**config.mk**
```make
export PLATFORM = sky130hd
export DESIGN_NAME = uart_cmd_decoder_flat
export DESIGN_NICKNAME = d
export VERILOG_FILES = /design/src/rtl/uart_cmd_decoder_pkg.sv /design/src/rtl/uart_cmd_decoder_if.sv /design/src/rtl/uart_cmd_decoder_cmd_watchdog.sv /design/src/rtl/uart_cmd_decoder.sv /design/src/flat_wrapper.sv
export SDC_FILE = /design/constraint.sdc
export NUM_CORES = 1
export LEC_CHECK = 0
export ABC_AREA = 1
export BUFFER_PORTS_ARGS = -buffer_cell sky130_fd_sc_hd__buf_2
export CAP_MARGIN = 20
export CORE_MARGIN = 5
export CORE_UTILIZATION = 30
export DETAILED_ROUTE_END_ITERATION = 7
export HOLD_SLACK_MARGIN = 0.15
export MAX_ROUTING_LAYER = met4
export PLACE_DENSITY_LB_ADDON = 0.2
export SLEW_MARGIN = 20
export SYNTH_ARGS = -nofsm -noshare
export SYNTH_HDL_FRONTEND = slang
export SYNTH_SLANG_ARGS = --single-unit
```
**constraint.sdc**
```tcl
create_clock -name clk -period 3.7 [get_ports clk]
set_input_delay 0 -clock clk [delete_from_list [all_inputs] [get_ports clk]]
set_output_delay 0 -clock clk [all_outputs]
set_load 0.05 [all_outputs]
```
**src/rtl/uart_cmd_decoder_pkg.sv**
```systemverilog
// ---------------------------------------------------------------------------
// uart_cmd_decoder_pkg
//  Shared definitions for the UART command decoder slice: the command and
//  acknowledge byte values (the same values the master top uses), the ACK
//  FSM state encoding and a helper that classifies a received byte.
// ---------------------------------------------------------------------------
package uart_cmd_decoder_pkg;

  localparam logic [7:0] CMD_ON     = 8'h6E;
  localparam logic [7:0] CMD_OFF    = 8'h55;
  localparam logic [7:0] CMD_TOGGLE = 8'hC3;
  localparam logic [7:0] ACK_BYTE   = 8'h6B;

  typedef enum logic [1:0] {
    IDLE     = 2'd0,
    ACK_REQ  = 2'd1,
    ACK_WAIT = 2'd2
  } ack_state_t;

  typedef enum logic [1:0] {
    OP_NONE   = 2'd0,
    OP_ON     = 2'd1,
    OP_OFF    = 2'd2,
    OP_TOGGLE = 2'd3
  } cmd_op_t;

  // Maps a raw byte to the command it encodes; OP_NONE means "unknown byte".
  function automatic cmd_op_t decode_cmd(input logic [7:0] b);
    case (b)
      CMD_ON:     return OP_ON;
      CMD_OFF:    return OP_OFF;
      CMD_TOGGLE: return OP_TOGGLE;
      default:    return OP_NONE;
    endcase
  endfunction

endpackage

```
**src/rtl/uart_cmd_decoder_if.sv**
```systemverilog
// ---------------------------------------------------------------------------
// uart_cmd_decoder_if
//  Byte-level link between uart_rx/uart_tx and the command decoder.
//   data_received [7:0]  received byte, valid while rx_done=1
//   rx_done              one-cycle receive strobe
//   parity_error         qualifies rx_done; 1 = byte corrupt
//   tx_busy              transmitter busy flag
//   start_tx             transmit start request
//   data_to_tx    [7:0]  byte to transmit
//  Modports: slave = decoder side, master = UART side.
// ---------------------------------------------------------------------------
interface uart_cmd_decoder_if;
  logic [7:0] data_received;
  logic       rx_done;
  logic       parity_error;
  logic       tx_busy;
  logic       start_tx;
  logic [7:0] data_to_tx;

  modport slave (
    input  data_received, rx_done, parity_error, tx_busy,
    output start_tx, data_to_tx
  );

  modport master (
    output data_received, rx_done, parity_error, tx_busy,
    input  start_tx, data_to_tx
  );
endinterface

```
**src/rtl/uart_cmd_decoder_cmd_watchdog.sv**
```systemverilog
// ---------------------------------------------------------------------------
// cmd_watchdog
//  Link-silence watchdog. Counts down from WDOG_CYCLES-1 after reset or a
//  reload and asserts expire while the count sits at zero. WDOG_CYCLES=0
//  disables it (expire tied low).
//  Ports:
//   clk     in  system clock
//   reset   in  synchronous, active-low reset (reloads the counter)
//   reload  in  valid command seen this cycle
//   expire  out 1 while the counter holds zero
// ---------------------------------------------------------------------------
module cmd_watchdog
  import uart_cmd_decoder_pkg::*;
#(
  parameter int unsigned WDOG_CYCLES = 24_000_000
) (
  input  logic clk,
  input  logic reset,
  input  logic reload,
  output logic expire
);

  generate
    if (WDOG_CYCLES == 0) begin : g_off
      logic unused_inputs;
      assign unused_inputs = ^{clk, reset, reload};
      assign expire = 1'b0;
    end else begin : g_on
      localparam int CW = (WDOG_CYCLES > 1) ? $clog2(WDOG_CYCLES) : 1;
      localparam logic [CW-1:0] RELOAD_VAL = CW'(WDOG_CYCLES - 1);

      logic [CW-1:0] count;

      // Saturates at zero so expire stays asserted until the next reload.
      always_ff @(posedge clk) begin
        if (!reset || reload) begin
          count <= RELOAD_VAL;
        end else if (count != '0) begin
          count <= count - CW'(1);
        end
      end

      assign expire = (count == '0);
    end
  endgenerate

endmodule

```
**src/rtl/uart_cmd_decoder.sv**
```systemverilog
// ---------------------------------------------------------------------------
// uart_cmd_decoder
//  Receive-side command stage: decodes ON/OFF/TOGGLE bytes from uart_rx into
//  the registered pwm_en gate, counts corrupt and unknown bytes, forces
//  pwm_en low when the link goes silent, and (optionally) answers every
//  accepted command with an ACK byte through uart_tx.
//  Build option: define CMD_ACK_EN to include the ACK FSM; without it
//  start_tx is tied 0, data_to_tx is tied 8'h00 and tx_busy is ignored.
//  Ports:
//   clk              in   system clock
//   reset            in   synchronous, active-low reset
//   bus              slave modport of uart_cmd_decoder_if (rx/tx byte link)
//   pwm_en           out  gate to SPWM stage
//   wdog_trip        out  sticky watchdog-expired flag
//   err_parity_cnt   out  saturating count of parity-error bytes
//   err_unknown_cnt  out  saturating count of unknown bytes
// ---------------------------------------------------------------------------
module uart_cmd_decoder
  import uart_cmd_decoder_pkg::*;
#(
  parameter int unsigned WDOG_CYCLES = 24_000_000,
  parameter int unsigned BUSY_TMO    = 64
) (
  input  logic                clk,
  input  logic                reset,
  uart_cmd_decoder_if.slave   bus,
  output logic                pwm_en,
  output logic                wdog_trip,
  output logic [7:0]          err_parity_cnt,
  output logic [7:0]          err_unknown_cnt
);

  cmd_op_t op;
  logic    cmd_valid;
  logic    unknown_byte;
  logic    corrupt_byte;
  logic    wdog_expire;

  // Only a clean strobe can carry a command; corrupt bytes never decode.
  always_comb begin
    op = OP_NONE;
    if (bus.rx_done && !bus.parity_error) begin
      op = decode_cmd(bus.data_received);
    end
  end

  assign cmd_valid    = (op != OP_NONE);
  assign corrupt_byte = bus.rx_done && bus.parity_error;
  assign unknown_byte = bus.rx_done && !bus.parity_error && (op == OP_NONE);

  cmd_watchdog #(
    .WDOG_CYCLES (WDOG_CYCLES)
  ) u_watchdog (
    .clk    (clk),
    .reset  (reset),
    .reload (cmd_valid),
    .expire (wdog_expire)
  );

  // A command on the expiry cycle wins over the watchdog.
  always_ff @(posedge clk) begin
    if (!reset) begin
      pwm_en          <= 1'b0;
      wdog_trip       <= 1'b0;
      err_parity_cnt  <= 8'h00;
      err_unknown_cnt <= 8'h00;
    end else begin
      if (corrupt_byte && err_parity_cnt != 8'hFF) begin
        err_parity_cnt <= err_parity_cnt + 8'h01;
      end
      if (unknown_byte && err_unknown_cnt != 8'hFF) begin
        err_unknown_cnt <= err_unknown_cnt + 8'h01;
      end

      case (op)
        OP_ON:     pwm_en <= 1'b1;
        OP_OFF:    pwm_en <= 1'b0;
        OP_TOGGLE: pwm_en <= ~pwm_en;
        default:   if (wdog_expire) pwm_en <= 1'b0;
      endcase

      if (cmd_valid) begin
        wdog_trip <= 1'b0;
      end else if (wdog_expire) begin
        wdog_trip <= 1'b1;
      end
    end
  end

`ifdef CMD_ACK_EN
  localparam int TW = (BUSY_TMO > 1) ? $clog2(BUSY_TMO + 1) : 1;
  localparam logic [TW-1:0] TMO_LAST = TW'(BUSY_TMO - 1);

  ack_state_t      state;
  ack_state_t      state_next;
  logic            ack_pending;
  logic            leave_req;
  logic [TW-1:0]   tmo_cnt;
  logic            start_tx_c;
  logic [7:0]      data_to_tx_c;

  // ack_pending is a single bit, so commands during an ack coalesce; a new
  // command on the cycle the pending flag is consumed keeps it set.
  always_ff @(posedge clk) begin
    if (!reset) begin
      state       <= IDLE;
      ack_pending <= 1'b0;
      tmo_cnt     <= '0;
    end else begin
      state       <= state_next;
      ack_pending <= cmd_valid | (ack_pending & ~leave_req);
      tmo_cnt     <= (state == ACK_REQ) ? tmo_cnt + TW'(1) : '0;
    end
  end

  // Outputs are decoded from the state, so data_to_tx cannot move while
  // start_tx is high and both drop on the same edge as a reset.
  always_comb begin
    state_next   = state;
    leave_req    = 1'b0;
    start_tx_c   = 1'b0;
    data_to_tx_c = 8'h00;
    case (state)
      IDLE: begin
        if (ack_pending && !bus.tx_busy) state_next = ACK_REQ;
      end
      ACK_REQ: begin
        start_tx_c   = 1'b1;
        data_to_tx_c = ACK_BYTE;
        if (bus.tx_busy) begin
          state_next = ACK_WAIT;
          leave_req  = 1'b1;
        end else if (tmo_cnt == TMO_LAST) begin
          state_next = IDLE;
          leave_req  = 1'b1;
        end
      end
      ACK_WAIT: begin
        if (!bus.tx_busy) state_next = IDLE;
      end
      default: state_next = IDLE;
    endcase
  end

  assign bus.start_tx   = start_tx_c;
  assign bus.data_to_tx = data_to_tx_c;
`else
  localparam int unsigned unused_busy_tmo = BUSY_TMO;
  logic unused_tx_busy;
  assign unused_tx_busy = bus.tx_busy;

  assign bus.start_tx   = 1'b0;
  assign bus.data_to_tx = 8'h00;
`endif

endmodule
```
**src/flat_wrapper.sv**
```systemverilog
// flat-port wrapper written by rule: the top's interface ports become plain ports
module uart_cmd_decoder_flat import uart_cmd_decoder_pkg::*;
#(
  parameter int unsigned WDOG_CYCLES = 24_000_000,
  parameter int unsigned BUSY_TMO    = 64
)
  (clk, reset, pwm_en, wdog_trip, err_parity_cnt, err_unknown_cnt, bus_data_received, bus_rx_done, bus_parity_error, bus_tx_busy, bus_start_tx, bus_data_to_tx);
  uart_cmd_decoder_if bus_i ();
  input  logic clk;
  input  logic reset;
  output logic pwm_en;
  output logic wdog_trip;
  output logic [7:0] err_parity_cnt;
  output logic [7:0] err_unknown_cnt;
  input wire logic [$bits(bus_i.data_received)-1:0] bus_data_received;
  input wire logic [$bits(bus_i.rx_done)-1:0] bus_rx_done;
  input wire logic [$bits(bus_i.parity_error)-1:0] bus_parity_error;
  input wire logic [$bits(bus_i.tx_busy)-1:0] bus_tx_busy;
  output wire logic [$bits(bus_i.start_tx)-1:0] bus_start_tx;
  output wire logic [$bits(bus_i.data_to_tx)-1:0] bus_data_to_tx;
  assign bus_i.data_received = bus_data_received;
  assign bus_i.rx_done = bus_rx_done;
  assign bus_i.parity_error = bus_parity_error;
  assign bus_i.tx_busy = bus_tx_busy;
  assign bus_start_tx = bus_i.start_tx;
  assign bus_data_to_tx = bus_i.data_to_tx;
  uart_cmd_decoder #(.WDOG_CYCLES(WDOG_CYCLES), .BUSY_TMO(BUSY_TMO)) u_core (.clk(clk), .reset(reset), .bus(bus_i), .pwm_en(pwm_en), .wdog_trip(wdog_trip), .err_parity_cnt(err_parity_cnt), .err_unknown_cnt(err_unknown_cnt));
endmodule
```
==> run_results.csv <==
group,metric,value,unit
power,power_switching,0.2624,mW
detailed_routing,wl,5.900,mm
floorplanning,core,8678,um2
clock_tree,clock-root-buffer,"clkbuf_8",
final_layout,layout.nets,436,
synth,synth_edf_count,0,
global_routing,grt_max_degree,18,
power,clockPowerShare,40.8,%
placed_design,place.gp.congestion,0.8400,
clock_tree,worstSkewPairLatency,0.30,ns
power,combinationalPowerShare,9.7,%
detailed_routing,wl_per_cell,11.17,um
placed_design,dp_cells,518,
sta,tightest_slew,0.5627,ns
setup_path,cp-end-kind,"flop",
detailed_routing,postRouteAntennaNets,0,
status,outcome,"finished, final reports clean",
synth,synth_ff_type,"dfxtp_1",
sta,fin_crit,1.652,ns
floorplanning,num_io_pins,40,
global_routing,gr-total-overflow,0,
detailed_routing,drc,0,
clock_tree,post-cts-setup-buffers,0,
setup_path,cp_max_fo,6,
detailed_routing,routed_via_density,4.511,
synth,synth.avg_cell_area,6.875,um2
global_routing,grt_pass1_vias,2230,
clock_tree,cts.hold.buffers_added,2,
synth,ys_async_sr_fraction,0,%
clock_tree,clock_sinks,43,
sta,slew_headroom,62.45,%
worst_hold_path,hold_class,"input port to flop",
power,p_per_area,319.9,nW/um2
global_routing,antenna_found_initial,0,
sta,finalSetupTns,0,ns
setup_path,crit_path_max_incr_delay,0.36,ns
power,p_leak,1.272,nW
synth,synth_area,2654,um2
floorplanning,die-height,104.1,um
setup_path,path_class,"flop to flop",
sta,hold_violations,0,
synth,synthCells,386,
final_layout,fin_cells,528,
power,p_sw_share,27.39,%
setup_path,crit_arrival,1.90,ns
setup_path,cpMaxStageDelayCell,"dfxtp_1",
sta,fin_skew,0.007762,ns
clock_tree,cts_resized,0,
sta,rsz0062_at_grt,"false",
sta,timing.fmax,605.3,MHz
floorplanning,die_width,104.1,um
clock_tree,clockBufferDepth,2,
clock_tree,cts_buffers,5,
synth,ys_types,35,
final_layout,diodes,0,
setup_path,cpMostUsedCell,"nand2_1",
setup_path,worst_setup_path_start_kind,"flop",
clock_tree,cts.clk_slew.worst_paths,0.10,ns
detailed_routing,via_count,2382,
power,p_seq_share,49.6,%
placed_design,port-buffer-count,29,
power,ir_worst_vdd,0.0001453,V
global_routing,grt_use_total,11.60,%
final_layout,layout-drive-gt1-share,18.81,%
sta,period_share,44.65,%
detailed_routing,first_pass_iters,4,
sta,finalMaxSlewViolations,0,
floorplanning,initial_core_util,30.58,%
placed_design,dp_hpwl,4.539,mm
floorplanning,rows,34,
floorplanning,dieArea,10830,um2
setup_path,path_cells,"inv_1 -> ha_1 -> nand2_1 -> nor2_1 -> nand2_1 -> xnor2_1 -> nand2_1 -> nor2_1",
clock_tree,cts_tree,"built",
power,internal_power,0.6957,mW
synth,ys_ff_latch,43,
sta,setup-violations-final,0,
final_layout,areaGrowthSynthToFinish,12.87,%
job,max_cap_violations,0,
global_routing,grt_first_pass_wirelength,10.39,mm
setup_path,cp_data_required_time,3.95,ns
clock_tree,htreeDepth,2,
synth,ys_seq_area_share,32.44,%
detailed_routing,drt-initial-drc-count,69,
synth,ys_warn_count,0,
==> cell usage after synthesis, types with 2 or more instances <==
cell	number	share of area, %
ha_1	4	1.9
a21oi_1	12	2.3
nor2_2	10	2.4
o21ai_4	2	1.2
nand3_1	19	3.6
nand3_2	2	0.75
nand2_2	11	2.6
dfxtp_1	43	32
inv_1	34	4.8
nand2_1	100	14
nand3b_1	2	0.57
o21ai_0	5	0.94
xnor2_1	13	4.3
a21oi_2	2	0.66
o21ai_1	3	0.57
nor2_1	63	8.9
nand4_1	20	4.7
inv_2	4	0.57
nor2_4	5	2.1
xor2_1	8	2.6
buf_4	10	2.8
==> state kept, by name (all words and copies together), names as in the netlist <==
| register | cells |
|---|---|
| u_core.wdog_trip | 1 |
| u_core.pwm_en | 1 |
| u_core.err_unknown_cnt | 8 |
| u_core.u_watchdog.g_on.count | 25 |
| u_core.err_parity_cnt | 8 |
==> power by group through the flow <==
| stage | Clock, mW | Combinational, mW | Sequential, mW |
|---|---|---|---|
| CTS | 0.405 | 0.0936 | 0.475 |
| detailed placement | 0 | 0.0916 | 0.486 |
| floorplan | 0 | 0.0690 | 0.496 |
| global route | 0.427 | 0.102 | 0.476 |
| finish | 0.391 | 0.0926 | 0.475 |
| global placement | 0 | 0.0909 | 0.486 |
==> cells by family after synthesis <==
group,Yosys count,share of synthesized area (%)
AOI/OAI and AO/OA,26,6.224
xor gates and xnor gates,21,6.931
adders and majority gates,4,1.886
buffers and inverters,54,10.14
DFF,43,32.44
other,1,0.1413
and+or+nand+nor,237,42.24
==> placed cells by master, fill, tap and decap left out, drive strengths merged <==
master and instances:
inv 41, dlygate4sd3 2, clkinv 2, nand3 22
a21o 1, o21a 1, nand2 113, ha 4
nand4 21, o21ai 10, clkbuf 5, nor2 78
bufinv 1, nand3b 2, xnor2 13, buf 29
dfxtp 43, conb 9, xor2 8, nor3 1
a21oi 14
==> final timing paths <==
path         cells after the start                          endpoint  slack [ns]                            start
max                              8  u_core.u_watchdog.g_on.count[16]        2.05  u_core.u_watchdog.g_on.count[0]
min                              5                     u_core.pwm_en        0.18                      bus_rx_done
max reg2reg                      8  u_core.u_watchdog.g_on.count[16]        2.05  u_core.u_watchdog.g_on.count[0]
min reg2reg                      2                  u_core.wdog_trip        0.45                 u_core.wdog_trip
==> layout make-up <==
cell class / instances / area [um2]
timing repair buffer: 31 / 165.2
sequential: 43 / 860.8
tap: 108 / 135.1
inverter: 41 / 163.9
clock buffer: 5 / 68.82
clock inverter: 3 / 47.55
fill: 974 / 5683
multi-input combinational: 297 / 1554
==> metrics by stage <==
step                utilization [%]  worst slack, ns  hold slack (ns)  total power [mW]  instance area (um2)
finish                        34.52            2.048           0.1790            0.9582                 2995
global route                  34.52            1.850           0.1968             1.006                 2995
CTS                           34.52            2.047           0.1613            0.9736                 2995
detailed placement            32.94            2.087           0.3910            0.5774                 2859
global placement              32.94            2.079           0.3899            0.5767                 2859
floorplan                         -            1.923           0.1712            0.5652                 2684
==> routing by layer <==
metal / GRT usage (%) / vias up / wire length [um]
met5: - / - / 0
met4: 2.220 / 0 / 23
met3: 3.104 / 2 / 211
met2: 18.26 / 47 / 2701
met1: 15.09 / 1064 / 2963
li1: - / 1269 / -
==> worst max-delay path, delay by kind of cell, from the launching register on <==
kind | cells | cell delay, ns
flops | 1 | 0.36
fa+ha+maj | 1 | 0.29
simple gates | 5 | 0.66
buf+inv | 1 | 0.16
xor+xnor | 1 | 0.13
No activity file was read; power rests on OpenSTA's default activity.
